### config.mk
export PLATFORM = sky130hd
export DESIGN_NAME = apb_slave_regfile
export DESIGN_NICKNAME = d
export VERILOG_FILES = /design/src/rtl/apb_slave_regfile.sv
export SDC_FILE = /design/constraint.sdc
export NUM_CORES = 1
export LEC_CHECK = 0
export BUFFER_PORTS_ARGS = -buffer_cell sky130_fd_sc_hd__buf_2
export CORE_MARGIN = 2
export CORE_UTILIZATION = 65
export DETAILED_ROUTE_END_ITERATION = 8
export GPL_TIMING_DRIVEN = 0
export PLACE_DENSITY = 0.82
export SLEW_MARGIN = 20
export SYNTH_ARGS = -nofsm -noshare
export SYNTH_HDL_FRONTEND = slang
export SYNTH_SLANG_ARGS = --single-unit
### constraint.sdc
create_clock -name pclk -period 27.9 [get_ports pclk]
set_clock_uncertainty 0.05 [all_clocks]
set_input_delay 4.185 -clock pclk [delete_from_list [all_inputs] [get_ports pclk]]
set_output_delay 4.185 -clock pclk [all_outputs]
set_load 0.01 [all_outputs]
### src/rtl/apb_slave_regfile.sv
// APB4 completer backed by a word-addressed register file.
// Programmable wait states, byte strobes, decode errors and a sticky protocol-violation flag.
module apb_slave_regfile #(
    parameter int                    ADDR_WIDTH  = 32,
    parameter int                    DATA_WIDTH  = 32,
    parameter int                    DEPTH       = 16,
    parameter int                    WAIT_STATES = 0,
    parameter logic [ADDR_WIDTH-1:0] BASE_ADDR   = '0
) (
    input  logic                    pclk,
    input  logic                    preset,
    input  logic                    psel,
    input  logic                    penable,
    input  logic                    pwrite,
    input  logic [ADDR_WIDTH-1:0]   paddr,
    input  logic [DATA_WIDTH-1:0]   pwdata,
    input  logic [DATA_WIDTH/8-1:0] pstrb,
    output logic [DATA_WIDTH-1:0]   prdata,
    output logic                    pready,
    output logic                    pslverr,
    output logic                    prot_err,
    input  logic                    prot_err_clr
);

    localparam int STRB_W = DATA_WIDTH / 8;
    localparam int LSB    = $clog2(STRB_W);
    localparam int IDX_W  = (DEPTH > 1) ? $clog2(DEPTH) : 1;
    localparam logic [ADDR_WIDTH-1:0] ALIGN_MASK = ADDR_WIDTH'(STRB_W - 1);
    localparam logic [3:0] CNT_LAST = (WAIT_STATES > 0) ? 4'(WAIT_STATES - 1) : 4'd0;

    typedef enum logic [1:0] {
        S_IDLE,
        S_SETUP,
        S_ACCESS,
        S_DONE
    } state_t;

    state_t                  r_state;
    state_t                  w_next;
    logic [3:0]              r_cnt;
    logic [3:0]              w_cnt_next;
    logic                    r_pready;
    logic                    r_pslverr;
    logic [DATA_WIDTH-1:0]   r_prdata;
    logic                    r_prot_err;
    logic [DATA_WIDTH-1:0]   r_mem [DEPTH];

    logic [ADDR_WIDTH-1:0]   r_addr;
    logic                    r_write;
    logic [DATA_WIDTH-1:0]   r_wdata;
    logic [STRB_W-1:0]       r_strb;
    logic [IDX_W-1:0]        r_idx;
    logic                    r_err;

    logic [ADDR_WIDTH-1:0]   w_offset;
    logic [ADDR_WIDTH-1:0]   w_word;
    logic                    w_dec_err;
    logic                    w_changed;
    logic                    w_capture;
    logic                    w_viol;
    logic                    w_set_rdy;
    logic                    w_complete;
    logic                    w_abort;

    // Address decode on the live bus; only the SETUP-phase value is ever kept.
    assign w_offset  = paddr - BASE_ADDR;
    assign w_word    = w_offset >> LSB;
    assign w_dec_err = (paddr < BASE_ADDR) || (w_word >= ADDR_WIDTH'(DEPTH)) ||
                       (|(paddr & ALIGN_MASK));
    assign w_changed = (paddr != r_addr) || (pwrite != r_write) ||
                       (pwdata != r_wdata) || (pstrb != r_strb);

    always_comb begin
        w_next     = r_state;
        w_cnt_next = r_cnt;
        w_capture  = 1'b0;
        w_viol     = 1'b0;
        w_set_rdy  = 1'b0;
        w_complete = 1'b0;
        w_abort    = 1'b0;
        case (r_state)
            S_IDLE: begin
                if (psel && penable) begin
                    w_viol = 1'b1;
                end else if (psel) begin
                    w_next    = S_SETUP;
                    w_capture = 1'b1;
                end
            end
            S_SETUP: begin
                if (!psel) begin
                    w_abort    = 1'b1;
                    w_viol     = 1'b1;
                    w_cnt_next = 4'd0;
                    w_next     = S_IDLE;
                end else begin
                    w_viol = w_changed;
                    if (penable) begin
                        w_next     = S_ACCESS;
                        w_cnt_next = 4'd0;
                        w_set_rdy  = (WAIT_STATES == 0);
                    end
                end
            end
            S_ACCESS: begin
                if (!psel) begin
                    w_abort    = 1'b1;
                    w_viol     = 1'b1;
                    w_cnt_next = 4'd0;
                    w_next     = S_IDLE;
                end else begin
                    w_viol = w_changed;
                    if (r_pready) begin
                        w_complete = 1'b1;
                        w_cnt_next = 4'd0;
                        w_next     = S_DONE;
                    end else if (r_cnt == CNT_LAST) begin
                        w_set_rdy = 1'b1;
                    end else begin
                        w_cnt_next = r_cnt + 4'd1;
                    end
                end
            end
            S_DONE: begin
                // DONE observes the cycle after completion: a fresh SETUP or idle bus.
                if (psel && penable) begin
                    w_viol = 1'b1;
                    w_next = S_IDLE;
                end else if (psel) begin
                    w_next    = S_SETUP;
                    w_capture = 1'b1;
                end else begin
                    w_next = S_IDLE;
                end
            end
            default: w_next = S_IDLE;
        endcase
    end

    always_ff @(posedge pclk or posedge preset) begin
        if (preset) begin
            r_state    <= S_IDLE;
            r_cnt      <= 4'd0;
            r_pready   <= 1'b0;
            r_pslverr  <= 1'b0;
            r_prdata   <= '0;
            r_prot_err <= 1'b0;
        end else begin
            r_state <= w_next;
            r_cnt   <= w_cnt_next;
            if (w_abort || w_complete) begin
                r_pready  <= 1'b0;
                r_pslverr <= 1'b0;
                r_prdata  <= '0;
            end else if (w_set_rdy) begin
                r_pready  <= 1'b1;
                r_pslverr <= r_err;
                r_prdata  <= (r_write || r_err) ? '0 : r_mem[r_idx];
            end
            if (w_viol) begin
                r_prot_err <= 1'b1;
            end else if (prot_err_clr) begin
                r_prot_err <= 1'b0;
            end
        end
    end

    always_ff @(posedge pclk or posedge preset) begin
        if (preset) begin
            for (int i = 0; i < DEPTH; i++) begin
                r_mem[i] <= '0;
            end
        end else if (w_complete && r_write && !r_err) begin
            for (int i = 0; i < STRB_W; i++) begin
                if (r_strb[i]) begin
                    r_mem[r_idx][8*i +: 8] <= r_wdata[8*i +: 8];
                end
            end
        end
    end

    // Transfer attributes frozen at SETUP; later bus changes only raise prot_err.
    always_ff @(posedge pclk) begin
        if (w_capture) begin
            r_addr  <= paddr;
            r_write <= pwrite;
            r_wdata <= pwdata;
            r_strb  <= pstrb;
            r_idx   <= w_word[IDX_W-1:0];
            r_err   <= w_dec_err;
        end
    end

    assign prdata   = r_prdata;
    assign pready   = r_pready;
    assign pslverr  = r_pslverr;
    assign prot_err = r_prot_err;

endmodule
# Word-level counts from Yosys, hierarchy flattened
# Cells that the tools add are included.
# W data, S select, Z words.
dict set report classes {
  muxes 63
  bitwise_logic 1
  reduce_logical 22
  eq_ne 12
  addsub 1
  magnitude_cmp 4
}
# cell count
set ops {}
lappend ops {{$mux W512} 7}
lappend ops {{$bwmux W512} 4}
lappend ops {{$demux W32 S4} 4}
lappend ops {{$mux W32} 6}
lappend ops {{$bmux W32 S4} 1}
lappend ops {{$ne A32 B32 Y1} 2}
lappend ops {{$lt A32 B1 Y1 const B} 1}
lappend ops {{$ge A30 B5 Y1 const B} 1}
lappend ops {{$mux W24} 1}
lappend ops {{$mux W1} 23}
lappend ops {{$mux W4} 5}
lappend ops {{$mux W16} 1}
lappend ops {{$mux W2} 6}
lappend ops {{$mux W8} 1}
lappend ops {{$pmux W2 S4} 1}
lappend ops {{$pmux W4 S2} 1}
lappend ops {{$logic_or A1 B1 Y1} 7}
lappend ops {{$ne A3 B3 Y1 const B} 2}
lappend ops {{$reduce_bool A2 Y1} 3}
lappend ops {{$reduce_or A2 Y1} 3}
lappend ops {{$ge A5 B5 Y1 const B} 1}
lappend ops {{$lt A5 B1 Y1 const B} 1}
lappend ops {{$not A4 Y5} 1}
lappend ops {{$add A4 B1 Y4 const B} 1}
lappend ops {{13 further kinds} 19}
dict set report word_totals {
  register_bits 627
  input_bits 74
  elab_cells 131
}

# Depth between registers and ports, before layout
# Gate-level depths: netlist (run 1).
dict set report logic_depth {
  depth_word 16
  mapped_depth 9
  depth_no_buf 7
}

# Worst setup path before layout (run 1)
# No wires, ideal clock.
dict set report synth_path {
  kind {input -> register}
  startpoint {input psel}
  endpoint {register r_addr[0] (enable)}
  path_stages 2
  t_arrival_ns 9.574
  n_path_buf 1
  setup_slack_ns 17.677
  path_cell_list {clkbuf_1 > nor3b_1}
}
dict set report synth_via {
  elab_chain_len 3
  elab_cells_between_ends 4
}
# element line_no
set synth_rtl {}
lappend synth_rtl {{start, declared} 12} ;# input logic psel,
lappend synth_rtl {{$mux W1 / $logic_and A1 B1 Y1 (equally long branches)} n/a}
lappend synth_rtl {{$mux W1 *} 83} ;# if (psel && penable) begin
lappend synth_rtl {{$mux W1 *} n/a}
lappend synth_rtl {{net w_capture} 59} ;# logic w_capture;
lappend synth_rtl {{end signal, assigned} 185} ;# r_addr <= paddr;
lappend synth_rtl {{end, declared} 48} ;# logic [ADDR_WIDTH-1:0] r_addr;
# Mark *: on every way through the listed nets, which the timed path passes. The rest lies on a longest branch.
# A chain may end at the register's enable or synchronous reset.

# Worst setup path after layout (run 1)
dict set report layout_path {
  startpoint {input psel}
  endpoint {register r_wdata[4] (enable)}
}
dict set report layout_via {
  elab_chain_len 3
  elab_cells_between_ends 4
}
# element line_no
set layout_rtl {}
lappend layout_rtl {{$mux W1 / $logic_and A1 B1 Y1 (equally long branches)} n/a}
lappend layout_rtl {{$mux W1 *} 83}
lappend layout_rtl {{$mux W1 *} n/a}
lappend layout_rtl {{net w_capture} 59}
lappend layout_rtl {{end signal, assigned} 187} ;# r_wdata <= pwdata;
lappend layout_rtl {{end, declared} 50} ;# logic [DATA_WIDTH-1:0] r_wdata;
# Marked as above.

==> results.toml, run 1 <==
[yosys]
synth_cell_types = 48
synth_nets = 1844
synth_async_sr_flop_share_pct = 88.8
synth-adder-area-share_pct = 0.315
syn_area_per_cell_um2 = 15.8
netlist_instances = 1763
synth_area_leaders = "dfrtp_1 (50%), mux2_2 (20%), mux4_2 (10%)"
yosys-mux-area-fraction_pct = 31.1
synth_flop_cell = "dfrtp_1"
synth-seq-cells = 623
synth_edf_count = 70
synth_top_area_cell = "dfrtp_1"
synth_top_area_share_pct = 49.8
synth_compound_area_share_pct = 3.85
synth_top_family_by_area = "multiplexers"
synth.cell_area_mm2 = 0.0278
synthXorXnorAreaFrac_pct = 1.58
yosys_warnings = 0
synth-simple-area-share_pct = 3.39
yosysSeqAreaShare_pct = 57.4

[die]
start_util_pct = 66.1
die_h_um = 211
die_x_um = 211
io_pins = 109
die-area_mm2 = 0.0444
std_cell_rows = 75
coreArea_mm2 = 0.0420

[timing]
tightest_slew_ns = 1.15
finalMaxSlewViolations = 0
timing.hold.ws_ns = 0.436
period_minus_slack_ns = 6.52
hold_viol_final = 0
setup_tns_ns = 0
finalSetupViolCount = 0
rsz0062_at_grt = "no"
clock.fmax_mhz = 153
fin_crit_sh_pct = 23.4
slew_headroom_pct = 23.0

[power]
ir_drop_uv = 59.4
p_leak_nw = 14.9
powerDensity_mw_per_mm2 = 63.4

[clock_tree]
tritoncts = "done"
path_clk_slew_ns = 0.06
post_cts_resized = 0
cts_num_sinks = 623
clock_latency_ns = 0.63
clockBufferDepth = 3
cts_root_buf = "clkbuf_16"
h-tree-depth = 2
cts_buffers = 61
postCtsSetupBuffers = 0
cts_hold_buf = 0

[route]
num_vias = 16900
drc = 0
dr.pass1.iters = 5
vias_per_cell = 6.65
wl_per_cell_um = 27.9
drt_first_iter_violations = 1613
antenna_left = 0
wl_um = 70700

[worst_setup_path]
required_ns = 28.18
crit_chain = "buf_2, clkbuf_1, nor3b_2, buf_4, buf_6, buf_6, buf_4, buf_4"
crit_type = "input port to flop"
crit_start = "psel"
crit_path_frequent_cell = "buf_4"
path_depth = 8
critPathMaxFanout = 11
slowest_delay_ns = 0.86
r2r_start = "r_addr[3]"
path_delay_family = "buffers and inverters"
crit_slowest_cell = "nor3b_2"
start_kind = "input port"
worst_r2r_path_depth = 6
crit_buf_inv = 7
end_kind = "flop"
arrival_ns = 6.80

[grt]
grt_first_pass_wirelength_um = 108000
overflow = 0
antenna_found_initial = 1
grt_usage_pct = 33.0
grt_max_degree = 116
first_global_vias = 17800

[layout]
mostFrequentLayoutCells = "dfrtp_1 (553), mux2_2 (500), mux4_2 (128)"
synthToLayoutAreaGrowth_pct = 12.1
final_nets = 2027
final_util_pct = 74.1
final_common_cell = "dfrtp_1"
drive_above_1_share_pct = 46.2
insertedDiodeCount = 0
stdcell_area_mm2 = 0.0312

[worst_hold_path]
min_from = "prdata[22]"
holdPathStages = 1
hp-class = "flop to flop"

[placement]
hpwlAfterDp_um = 48600
gp_congestion = 0.903
portBuffers = 108
post_dp_cell_area_mm2 = 0.0292

[run]
max_cap_violations = 0

[status]
status = "finished clean"
registers in the layout, summed over array words and instances (netlist names), 2 cells and up:
| signal | count |
|---|---|
| r_strb | 4 |
| r_state | 2 |
| r_wdata | 32 |
| r_mem | 512 |
| r_cnt | 4 |
| prdata | 32 |
| r_addr | 32 |
worst paths after layout:
| check | slack [ns] | to |
|---|---|---|
| max | 21.38 | r_wdata[4] |
| min | 0.44 | prdata[22] |
| max reg2reg | 24.75 | prdata[25] |
| min reg2reg | 0.44 | prdata[22] |
| max in group asynchronous | 23.08 | r_mem[55] |
| min in group asynchronous | 3.42 | r_mem[333] |
where the power goes:
group          internal (mW)  total, mW  switching (mW)
Sequential             0.941      0.952          0.0113
Combinational         0.0600      0.221           0.161
Clock                  0.458      0.802           0.344
metal layers:
layer / global-route usage [%] / wire length (um) / part of all wire, % / vias up
li1: - / - / - / 7030
met1: 45.4 / 28200 / 40 / 8904
met2: 52.2 / 34300 / 48 / 754
met3: 6.29 / 5270 / 7.5 / 162
met4: 14.5 / 3000 / 4.2 / 0
met5: 0 / 0 / 0 / -
worst register-to-register path, stage by stage, from the launching register on:
cell and delay [ns]:
edfxtp_1 0.32, buf_2 0.28, clkbuf_1 0.67, buf_2 0.48
mux4_2 0.38, a221oi_1 0.67, o2bb2ai_1 0.15
cell families after synthesis:
family,count (synthesis)
AOI/OAI and AO/OA,129
xor gates and xnor gates,50
adders and majority gates,7
buffers and inverters,150
DFF,623
muxes,640
and+or+nand+nor,164
stage by stage:
| step | setup WS [ns] | instances | total power [mW] |
|---|---|---|---|
| global route | 21.34 | 2535 | 2.03 |
| CTS | 21.45 | 2535 | 1.98 |
| detailed placement | 20.79 | 2422 | 1.19 |
| floorplan | 8.20 | 1763 | 1.10 |
| global placement | 3.46 | 2410 | 1.18 |
| finish | 21.38 | 2535 | 1.98 |
final cells by class:
type                            instances  area, um^2
Sequential cell                       623       15900
Inverter                               27         109
Fill cell                            2573       10900
Clock inverter                         15         108
Tap cell                              539         674
Buffer                                123         553
Clock buffer                           98        1840
Multi-Input combinational cell        990       11200
Timing Repair Buffer                  120         738
synthesized netlist by cell type, types with 26 or more instances:
cell type and count:
clkbuf_1 85, edfxtp_1 70, inv_1 27, nand2_1 30, nand2_2 44, a221oi_1 33
a22o_1 34, dfrtp_1 553, mux2_2 500, mux4_2 128, o2bb2ai_1 32, xor2_1 26
Note: power is estimated with default switching activity, not from simulation.
==> run 2, diff against run 1 <==
--- a/config.mk
+++ b/config.mk
@@ -5,12 +5,13 @@
 export SDC_FILE = /design/constraint.sdc
 export NUM_CORES = 1
 export LEC_CHECK = 0
+export ABC_AREA = 1
 export BUFFER_PORTS_ARGS = -buffer_cell sky130_fd_sc_hd__buf_2
 export CORE_MARGIN = 2
-export CORE_UTILIZATION = 65
+export CORE_UTILIZATION = 56
 export DETAILED_ROUTE_END_ITERATION = 8
 export GPL_TIMING_DRIVEN = 0
-export PLACE_DENSITY = 0.82
+export PLACE_DENSITY = 0.75
 export SLEW_MARGIN = 20
 export SYNTH_ARGS = -nofsm -noshare
 export SYNTH_HDL_FRONTEND = slang
==> constraint.sdc (replaced) <==
create_clock -name pclk -period 5.75 [get_ports pclk]
set_clock_uncertainty 0.05 [all_clocks]
set_input_delay 0.8625 -clock pclk [delete_from_list [all_inputs] [get_ports pclk]]
set_output_delay 0.8625 -clock pclk [all_outputs]
set_load 0.01 [all_outputs]
==> results.toml, run 2 <==
[placement]
hpwlAfterDp_um = 59000
placed_cells_incl_taps = 3752
portBuffers = 107
gp_congestion = 0.904

[clock_tree]
clock_latency_ns = 0.61
post_cts_resized = 0
path_clk_slew_ns = 0.06
cts_hold_buf = 0
postCtsSetupBuffers = 0
h-tree-depth = 3
cts_root_buf = "clkbuf_16"
cts_buffers = 68
cts_num_sinks = 623
clockBufferDepth = 3
tritoncts = "done"

[timing]
hold_viol_final = 0
fin_crit_sh_pct = 55.2
rsz0062_at_grt = "no"
clock.fmax_mhz = 315
timing.hold.ws_ns = 0.249
period_minus_slack_ns = 3.17
finalMaxSlewViolations = 0
slew_headroom_pct = 18.3
finalSetupViolCount = 0
tightest_slew_ns = 1.22

[worst_setup_path]
crit_start = "r_addr[4]"
slowest_delay_ns = 0.62
worst_r2r_path_depth = 7
critPathMaxFanout = 11
end_kind = "flop"
crit_path_end = "prdata[26]"
required_ns = 6.17
crit_slowest_cell = "clkinv_1"
r2r_slack_ns = 2.58
crit_path_frequent_cell = "nand2_1"
start_kind = "flop"
arrival_ns = 3.59
r2r_start = "r_addr[4]"
crit_buf_inv = 2
worstReg2RegEnd = "prdata[26]"
path_depth = 7
path_delay_family = "buffers and inverters"
crit_chain = "nand2_2, clkinv_1, clkbuf_1, nand2_1, nand3_1, o21ai_0, nand2_1"
crit_type = "flop to flop"

[route]
vias_per_cell = 6.07
drc = 0
drt_first_iter_violations = 2942
wl_per_cell_um = 22.2
num_vias = 23500
dr.pass1.iters = 9
wl_um = 86000
antenna_left = 0

[power]
pwr-share-clk_pct = 42.3
pwr-share-seq_pct = 45.3
fin_total_pwr_mw = 10.2
intPower_mw = 7.37
combPwrFrac_pct = 12.4
power_switching_mw = 2.85
ir_drop_uv = 255
power.share.switching_pct = 27.9
p_leak_nw = 15.4
powerDensity_mw_per_mm2 = 323

[layout]
layoutNonFillerInstCount = 3872
multi_input_area_mm2 = 0.0101
mostFrequentLayoutCells = "nand2_1 (972), dfrtp_1 (553), o21ai_1 (344)"
final_nets = 3239
num-fill-cells = 3909
largest_register_ffs = 512
synthToLayoutAreaGrowth_pct = 14.5
seqCellArea_mm2 = 0.0159
final_common_cell = "nand2_1"
drive_above_1_share_pct = 14.6
largest_register = "r_mem"

[status]
status = "finished clean"

[die]
io_pins = 109
die-area_mm2 = 0.0513
coreArea_mm2 = 0.0488
die_x_um = 226
die_h_um = 226
start_util_pct = 56.7
std_cell_rows = 81

[run]
max_cap_violations = 0

[yosys]
synth_async_sr_flop_share_pct = 88.8
synth_top_area_cell = "dfrtp_1"
netlist_top_cells_count = "nand2_1 (972), dfrtp_1 (553), o21ai_1 (344), a22oi_1 (256), o21ai_0 (184)"
synth_top_area_share_pct = 50.0
synth_area_leaders = "dfrtp_1 (50%), nand2_1 (13%), edfxtp_1 (7.6%)"
synth_flop_cell = "dfrtp_1"
yosys_warnings = 0
syn_area_per_cell_um2 = 9.36
yosysSeqAreaShare_pct = 57.5
synth_nets = 3041
synth-seq-cells = 623
netlist_instances = 2960
synth_edf_count = 70
synth.cell_area_mm2 = 0.0277
synth_most_common_cell = "nand2_1"
synth_cell_types = 39

[grt]
grt_max_degree = 37
first_global_vias = 23000
grt_usage_pct = 34.2
grt_first_pass_wirelength_um = 132000
overflow = 0
antenna_found_initial = 2

[worst_hold_path]
hp-class = "input port to asynchronous set/reset pin"
[run 2: cell count changes after synthesis, sizes merged, moves of 42 or more]
cell    previous run  this run
clkbuf            86        44
o21ai              6       562
nor2              16        76
mux2             512         0
nand2             74      1016
buf               37       130
inv               27       137
mux4             128         0
a22oi              1       256
[run 2: through the flow]
step	cell area (um^2)	utilization [%]	worst slack [ns]	setup TNS (ns)
finish	31700	64.9	2.58	0
global route	31700	64.9	2.52	0
CTS	31700	64.9	2.75	0
detailed placement	29500	60.4	2.59	0
global placement	29100	59.5	-5.29	-2934.20
floorplan	27700	-	-2.69	-1486.64
[run 2: how the worst min path moves through the flow]
stage / to / slack, ns / depth (start not counted)
5_1_grt: prdata[20] / 0.27 / 2
3_5_place_dp: prdata[27] / 0.42 / 2
4_1_cts: prdata[20] / 0.25 / 2
6_report: prdata[20] / 0.25 / 2
2_1_floorplan: r_mem[32] / 0.40 / 2
3_3_place_gp: prdata[12] / 0.41 / 2
[run 2: logic make-up (layout without fill, tap and decap cells)]
logic type	count (synthesis)	count (layout)	synth area share, %
simple gates	1150	1150	17.7
compound gates	860	860	18.4
flops	623	623	57.5
buf+inv	312	559	5.84
xor+xnor	8	8	0.253
fa+ha+maj	7	7	0.316
other cells	0	1	0
[run 2: per-layer routing]
metal | up-vias | track usage [%] | wire length (um)
met5 | - | 0 | 11
met4 | 2 | 18.2 | 4840
met3 | 294 | 9.16 | 8950
met2 | 1366 | 51.0 | 38300
met1 | 11400 | 45.9 | 33900
li1 | 10400 | - | -
[run 2: power by group through the flow]
stage               clock network, mW  logic (mW)  registers, mW
finish                           4.33        1.26           4.63
global route                     4.53        1.33           4.64
CTS                              4.34        1.23           4.63
detailed placement                  0        1.22           4.71
global placement                    0        1.12           4.73
floorplan                           0       0.654           4.72
[run 2: cell type report]
| cell class | count | area share [%] |
|---|---|---|
| multi-input cells | 2025 | 32.0 |
| flip-flops and latches | 623 | 50.3 |
| repair buffers | 128 | 3.11 |
| clock inverters | 14 | 0.497 |
| diodes | 1 | 0.00789 |
| clock buffers | 105 | 6.35 |
| inverters | 138 | 1.65 |
| well taps | 664 | 2.62 |
| plain buffers | 174 | 3.47 |
==> run 3, diff against run 2 <==
--- a/config.mk
+++ b/config.mk
@@ -5,7 +5,7 @@
 export SDC_FILE = /design/constraint.sdc
 export NUM_CORES = 1
 export LEC_CHECK = 0
-export ABC_AREA = 1
+export ABC_AREA = 0
 export BUFFER_PORTS_ARGS = -buffer_cell sky130_fd_sc_hd__buf_2
 export CORE_MARGIN = 2
 export CORE_UTILIZATION = 56
==> constraint.sdc (replaced) <==
create_clock -name pclk -period 2.7 [get_ports pclk]
set_clock_uncertainty 0.05 [all_clocks]
set_input_delay 0.405 -clock pclk [delete_from_list [all_inputs] [get_ports pclk]]
set_output_delay 0.405 -clock pclk [all_outputs]
set_load 0.01 [all_outputs]
==> results.toml, run 3 (same netlist as run 1, synthesis figures left out) <==
[layout]
mostFrequentLayoutCells = "dfrtp_1 (553), mux2_2 (500), mux4_2 (128)"
multi_input_area_mm2 = 0.0113
final_nets = 2109
drive_above_1_share_pct = 46.4
largest_register = "r_mem"
num-fill-cells = 3314
seqCellArea_mm2 = 0.0159
synthToLayoutAreaGrowth_pct = 17.2
largest_register_ffs = 512
final_common_cell = "dfrtp_1"
stdcell_area_mm2 = 0.0325

[worst_setup_path]
crit_type = "flop to flop"
crit_slowest_cell = "a221oi_1"
arrival_ns = 3.08
slowest_delay_ns = 0.56
crit_start = "r_addr[3]"
crit_chain = "buf_2, clkbuf_2, buf_2, mux4_2, a221oi_1, o2bb2ai_1"
critPathMaxFanout = 10
start_kind = "flop"
crit_path_frequent_cell = "buf_2"
end_kind = "flop"
r2r_start = "r_addr[3]"
required_ns = 3.14

[placement]
portBuffers = 108
dp_slack_ns = -0.302
gp_congestion = 0.860
post_dp_cell_area_mm2 = 0.0297
hpwlAfterDp_um = 51300

[clock_tree]
cts_root_buf = "clkbuf_16"
h-tree-depth = 2
postCtsSetupBuffers = 0
cts_buffers = 61
cts_num_sinks = 623
clockBufferDepth = 3
tritoncts = "done"
path_clk_slew_ns = 0.06
clock_latency_ns = 0.64

[timing]
timing.hold.ws_ns = 0.190
fin_crit_sh_pct = 97.8
tightest_slew_ns = 0.993
clock.fmax_mhz = 379
period_minus_slack_ns = 2.64
slew_headroom_pct = 33.3
finalMaxSlewViolations = 0
setup_tns_ns = 0
setup_slack_ns = 0.0603
finalSetupViolCount = 0
hold_viol_final = 0

[grt]
antenna_found_initial = 4
grt_usage_pct = 29.5
overflow = 0
first_global_vias = 18100
grt_max_degree = 37
grt_first_pass_wirelength_um = 111000

[route]
wl_per_cell_um = 26.6
vias_per_cell = 6.22
drc = 0
dr.pass1.iters = 5
num_vias = 17100
antenna_left = 0
wl_um = 73100
drt_first_iter_violations = 1203

[die]
std_cell_rows = 81
die_x_um = 227
die_h_um = 227
io_pins = 109
die-area_mm2 = 0.0514
coreArea_mm2 = 0.0490
start_util_pct = 56.8

[status]
status = "finished clean"

[worst_hold_path]
min_from = "prot_err_clr"
hp-class = "input port to flop"

[power]
fin_total_pwr_mw = 21.1
p_leak_nw = 15.4
powerDensity_mw_per_mm2 = 648
ir_drop_uv = 535

[run]
max_cap_violations = 0
run 3: layer usage:
layer	up-vias	share of wire [%]	global-route usage (%)
met5	-	0	0
met4	0	4.5	12.6
met1	9063	42	40.5
met2	641	47	46.6
li1	7182	-	-
met3	198	6.4	5.36
run 3: per-stage QoR:
stage	utilization, %	instances
2_1_floorplan	-	1763
3_3_place_gp	59.6	2535
3_5_place_dp	60.6	2559
4_1_cts	66.4	2743
5_1_grt	66.5	2744
6_report	66.5	2745
run 3: layout make-up:
type	instances	area share, %
flip-flops and latches	623	49.0
clock inverters	18	0.588
multi-input cells	990	34.6
repair buffers	202	5.34
plain buffers	123	1.81
diodes	2	0.0154
well taps	664	2.55
clock buffers	96	5.78
inverters	27	0.323
run 3: power by group:
part	switching, mW	internal, mW
registers	0.122	9.72
logic	1.74	0.780
clock network	3.61	5.13
total	5.47	15.6
run 3: path summary, 6_finish.rpt:
path | endpoint | slack, ns | cells after the start
max reg2reg | prdata[27] | 0.06 | 6
min reg2reg | prdata[0] | 0.43 | 1
min | prot_err | 0.19 | 4
min in group asynchronous | r_mem[331] | 0.31 | 3
max in group asynchronous | r_mem[224] | 0.68 | 9
max | prdata[27] | 0.06 | 6
run 3: worst max-delay path, delay by kind of cell (launching register included):
family / cells / cell delay [ns]
AO/OA/AOI/OAI: 2 / 0.70
buffers and inverters: 3 / 1.05
flip-flops: 1 / 0.32
multiplexers: 1 / 0.36
run 3: repair_timing:
item	4_1_cts	5_1_grt
hold endpoints to repair	88	0
gates resized for setup	15	23
hold buffers	70	0
setup endpoints to repair	121	129
pin swaps	0	1
